--- src/rtl/bus_master_if_pkg.sv ---
// Shared bus definitions: interface state codes, access direction and active-low strobe levels.
package bus_master_if_pkg;

  localparam int WORD_ADDR_W = 30;
  localparam int WORD_DATA_W = 32;

  localparam logic READ      = 1'b1;
  localparam logic WRITE     = 1'b0;
  localparam logic ENABLE_N  = 1'b0;
  localparam logic DISABLE_N = 1'b1;

  typedef enum logic [1:0] {
    BUS_IF_IDLE   = 2'd0,
    BUS_IF_REQ    = 2'd1,
    BUS_IF_ACCESS = 2'd2,
    BUS_IF_WAIT   = 2'd3
  } bus_if_state_e;

endpackage

--- src/rtl/bus_master_if.sv ---
// Per-master bus interface: turns a level-held CPU access into req/grant/strobe/ready handshakes.
// Bus outputs are registered; busy and cpu_rd_data are combinational so ready releases the stall in-cycle.
module bus_master_if
  import bus_master_if_pkg::*;
#(
  parameter int ADDR_W = WORD_ADDR_W,
  parameter int DATA_W = WORD_DATA_W
) (
  input  logic              clk,
  input  logic              reset,
  input  logic              stall,
  input  logic              flush,
  input  logic              cpu_as_n,
  input  logic              cpu_rw,
  input  logic [ADDR_W-1:0] cpu_addr,
  input  logic [DATA_W-1:0] cpu_wr_data,
  output logic [DATA_W-1:0] cpu_rd_data,
  output logic              busy,
  output logic              bus_req_n,
  input  logic              bus_grnt_n,
  output logic [ADDR_W-1:0] bus_addr,
  output logic              bus_as_n,
  output logic              bus_rw,
  output logic [DATA_W-1:0] bus_wr_data,
  input  logic [DATA_W-1:0] bus_rd_data,
  input  logic              bus_rdy_n
);

  bus_if_state_e     state_q, state_d;
  logic              bus_req_n_q, bus_req_n_d;
  logic              bus_as_n_q, bus_as_n_d;
  logic              bus_rw_q, bus_rw_d;
  logic [ADDR_W-1:0] bus_addr_q, bus_addr_d;
  logic [DATA_W-1:0] bus_wr_data_q, bus_wr_data_d;
  logic [DATA_W-1:0] rd_buf_q, rd_buf_d;

  always_comb begin
    state_d       = state_q;
    bus_req_n_d   = bus_req_n_q;
    bus_as_n_d    = bus_as_n_q;
    bus_rw_d      = bus_rw_q;
    bus_addr_d    = bus_addr_q;
    bus_wr_data_d = bus_wr_data_q;
    rd_buf_d      = rd_buf_q;
    busy          = 1'b0;
    cpu_rd_data   = rd_buf_q;

    case (state_q)
      BUS_IF_IDLE: begin
        if (cpu_as_n == ENABLE_N && !flush) begin
          bus_addr_d    = cpu_addr;
          bus_rw_d      = cpu_rw;
          bus_wr_data_d = cpu_wr_data;
          bus_req_n_d   = ENABLE_N;
          state_d       = BUS_IF_REQ;
          busy          = 1'b1;
        end
      end
      BUS_IF_REQ: begin
        busy = 1'b1;
        // Flush wins over a same-cycle grant: the access must not reach the bus.
        if (flush) begin
          bus_req_n_d = DISABLE_N;
          state_d     = BUS_IF_IDLE;
        end else if (bus_grnt_n == ENABLE_N) begin
          bus_as_n_d = ENABLE_N;
          state_d    = BUS_IF_ACCESS;
        end
      end
      BUS_IF_ACCESS: begin
        bus_as_n_d = DISABLE_N;
        if (bus_rdy_n == ENABLE_N) begin
          bus_req_n_d = DISABLE_N;
          if (bus_rw_q == READ) begin
            rd_buf_d    = bus_rd_data;
            cpu_rd_data = bus_rd_data;
          end
          state_d = stall ? BUS_IF_WAIT : BUS_IF_IDLE;
        end else begin
          busy = 1'b1;
        end
      end
      BUS_IF_WAIT: begin
        // The CPU still holds cpu_as_n low for the finished access; only stall release moves on.
        if (!stall) begin
          state_d = BUS_IF_IDLE;
        end
      end
      default: state_d = BUS_IF_IDLE;
    endcase
  end

  always_ff @(posedge clk) begin
    if (!reset) begin
      state_q       <= BUS_IF_IDLE;
      bus_req_n_q   <= DISABLE_N;
      bus_as_n_q    <= DISABLE_N;
      bus_rw_q      <= READ;
      bus_addr_q    <= '0;
      bus_wr_data_q <= '0;
      rd_buf_q      <= '0;
    end else begin
      state_q       <= state_d;
      bus_req_n_q   <= bus_req_n_d;
      bus_as_n_q    <= bus_as_n_d;
      bus_rw_q      <= bus_rw_d;
      bus_addr_q    <= bus_addr_d;
      bus_wr_data_q <= bus_wr_data_d;
      rd_buf_q      <= rd_buf_d;
    end
  end

  assign bus_req_n   = bus_req_n_q;
  assign bus_as_n    = bus_as_n_q;
  assign bus_rw      = bus_rw_q;
  assign bus_addr    = bus_addr_q;
  assign bus_wr_data = bus_wr_data_q;

  // Arbiter must keep the grant until the access completes.
  a_grant_held: assert property (@(posedge clk) disable iff (!reset)
    (state_q == BUS_IF_ACCESS) |-> (bus_grnt_n == ENABLE_N));

endmodule
--- config.mk ---
export PLATFORM = sky130hd
export DESIGN_NAME = bus_master_if
export DESIGN_NICKNAME = d
export VERILOG_FILES = /design/src/rtl/bus_master_if_pkg.sv /design/src/rtl/bus_master_if.sv
export SDC_FILE = /design/constraint.sdc
export NUM_CORES = 1
export LEC_CHECK = 0
export CORE_UTILIZATION = 65
export DETAILED_ROUTE_END_ITERATION = 12
export DONT_BUFFER_PORTS = 1
export HOLD_SLACK_MARGIN = 0.15
export MAX_ROUTING_LAYER = met4
export PLACE_DENSITY = 0.87
export SLEW_MARGIN = 5
export SYNTH_ARGS = -nofsm -noshare
export SYNTH_HDL_FRONTEND = slang
export SYNTH_SLANG_ARGS = --single-unit
--- constraint.sdc ---
create_clock -name clk -period 5.55 [get_ports clk]
set_clock_uncertainty 0.2 [all_clocks]
set_input_delay 0.8325 -clock clk [delete_from_list [all_inputs] [get_ports clk]]
set_output_delay 0.8325 -clock clk [all_outputs]
set_load 0.02 [all_outputs]
==> flow_metrics.env <==
export IMPL_worst_hold_slack_ns=0.352
export IMPL_layout_min_cycle_time_ns=3.15
export IMPL_finalNetCount=512
export IMPL_die_w_microns=79.2
export IMPL_firstDrtPassIters=4
export IMPL_path_clk_slew_ns=0.08
export IMPL_ys_types=25
export IMPL_antenna_found_initial=0
export IMPL_fp_dieH_microns=79.2
export IMPL_ys_seq_elements=99
export IMPL_dp_hpwl_mm=5.59
export IMPL_drt_initial_drc_count=109
export IMPL_crit_required_ns=4.52
export IMPL_vias=2697
export IMPL_num_rows=27
export IMPL_cts_inserted_buffers=9
export IMPL_seq_area_frac_synth_pct=51.1
export IMPL_track_usage_pct=25.1
export IMPL_ant_nets=0
export IMPL_yosysWarnings=0
export IMPL_grt_util_met3_pct=7.13
export IMPL_critPathArrivalTime_ns=2.12
export IMPL_p_total_mw=1.36
export IMPL_syn_nets=527
export IMPL_power_density_mw_per_mm2=339
export IMPL_post_cts_buffers=0
export IMPL_pre_cts_slack_ns=2.61
export IMPL_crit_type="reg -> out"
export IMPL_ios=200
export IMPL_setup_ws_ns=2.40
export IMPL_postCtsHoldBufs=0
export IMPL_setup_viol=0
export IMPL_maxSlewHeadroom_pct=29.3
export IMPL_use_met2_pct=43.4
export IMPL_route_detailed_wl_per_inst_microns=16.1
export IMPL_grt_pass1_wl_mm=11.9
export IMPL_rsz0062_at_grt="false"
export IMPL_fin_util_pct=71.0
export IMPL_diodes=0
export IMPL_fin_crit_sh_pct=56.8
export IMPL_clk_latency_ns=0.33
export IMPL_drive_gt1_share_pct=13.1
export IMPL_setup_tns_ns=0
export IMPL_drcViolationCount=0
export IMPL_start_util_pct=68.7
export IMPL_cts_root_buf="clkbuf_8"
export IMPL_hold_viol_final=0
export IMPL_avgSynthCellArea_sq_um=9.28
export IMPL_drv_cap=0
export IMPL_gp_congestion=0.790
export IMPL_tritoncts="built"
export IMPL_grt_use_met1_pct=27.3
export IMPL_core_sq_mm=0.00564
export IMPL_dieArea_sq_mm=0.00628
export IMPL_final_common_cell="nand2_1"
export IMPL_grt_overflow_total=0
export IMPL_p_leak_nw=1.65
export IMPL_grt_max_degree=67
export IMPL_syn2layout_area_growth_pct=3.32
export IMPL_worst_pin_slew_ns=1.06
export IMPL_endpoint_kind="output pin"
export IMPL_min_path_type="reg -> reg"
export IMPL_drt_total_wl_mm=7.69
export IMPL_status="completed"
export IMPL_drv_slew=0
export IMPL_peakVddDrop_v=0.000196
export IMPL_numPortBuffers=0
export IMPL_cts_buffer_depth=2
export IMPL_final_cell_mix="131 x nand2_1, 99 x dfxtp_1, 64 x a21oi_1"
export IMPL_cts_max_level=3
export IMPL_startpoint_type="register"
export IMPL_syn_area_sq_mm=0.00388
export IMPL_grt_pass1_vias=2602
export IMPL_busiest_layer="met2"
export IMPL_worst_path_max_fanout=32
export IMPL_synthCells=418
export IMPL_cts_resized=0
export IMPL_max_freq_ghz=0.317
export IMPL_cts_sinks=99
export IMPL_via_per_inst=5.64
-- per-layer routing --
| layer | wire (microns) | vias up |
|---|---|---|
| li1 | - | 1316 |
| met1 | 2950 | 1226 |
| met2 | 3940 | 142 |
| met3 | 683 | 13 |
| met4 | 123 | 0 |
| met5 | 0 | - |
-- metrics by stage --
stage / cell area (sq um) / instances
after floorplan: 3880 / 418
after global placement: 3840 / 464
after detailed placement: 3840 / 464
after CTS: 4010 / 478
after global routing: 4010 / 478
final: 4010 / 478
-- final cells by class --
class	count	area, sq um
sequential	99	1980
timing repair buffer	2	15.0
clock inverter	3	15.0
inverter	5	18.8
fill	431	1640
clock buffer	11	151
tap	72	90.1
multi-input combinational	286	1730
-- worst paths after layout --
path	start	end	slack [ns]	depth (start not counted)
max	state_q[0]$_SDFFE_PN0P_	cpu_rd_data[16]	2.40	4
min	state_q[0]$_SDFFE_PN0P_	state_q[0]$_SDFFE_PN0P_	0.35	2
max reg2reg	state_q[0]$_SDFFE_PN0P_	rd_buf_q[16]$_SDFF_PN0_	3.27	5
min reg2reg	state_q[0]$_SDFFE_PN0P_	state_q[0]$_SDFFE_PN0P_	0.35	2
-- flip-flops by register name, indices dropped and copies added, names as in the netlist --
register / cells
bus_req_n: 1
bus_rw: 1
rd_buf_q: 32
bus_addr: 30
bus_as_n: 1
bus_wr_data: 32
state_q: 2
-- cell usage after synthesis, drive strengths merged --
cell | count | area share, %
a21o | 1 | 0.19
nand3b | 1 | 0.52
nor2b | 1 | 0.16
clkbuf | 9 | 0.87
o2111ai | 1 | 0.23
dfxtp | 99 | 51
a211oi | 1 | 0.19
mux2i | 2 | 0.52
o311ai | 1 | 0.23
and4b | 1 | 0.26
nor2 | 3 | 0.29
nand3 | 1 | 0.13
buf | 19 | 2.9
inv | 5 | 0.48
o21ai | 2 | 0.26
nand2b | 1 | 0.16
mux2 | 33 | 12
or3b | 1 | 0.23
nor3b | 2 | 0.39
nand2 | 131 | 13
a21oi | 64 | 8.3
ha | 7 | 2.3
and2 | 32 | 5.2
-- critical path, cell delays in order (launching register included) --
cell and delay, ns:
dfxtp_1 0.36, inv_1 0.14, ha_1 0.26, nand3b_4 0.48
mux2_2 0.54
-- power by group --
| group | total (mW) | switching [mW] | internal [mW] |
|---|---|---|---|
| clock network | 0.395 | 0.214 | 0.181 |
| registers | 0.824 | 0.0740 | 0.750 |
| logic | 0.139 | 0.0887 | 0.0502 |
-- cells by family (layout without fill, tap and decap cells) --
kind of cell,Yosys count,count (layout),share of synthesized area [%]
buffers and inverters,33,21,4.29
DFF,99,99,51.1
AOI/OAI and AO/OA,70,70,9.36
and+or+nand+nor,174,174,20.0
muxes,35,35,13.0
adders and majority gates,7,7,2.26
No activity file was read; power rests on OpenSTA's default activity.
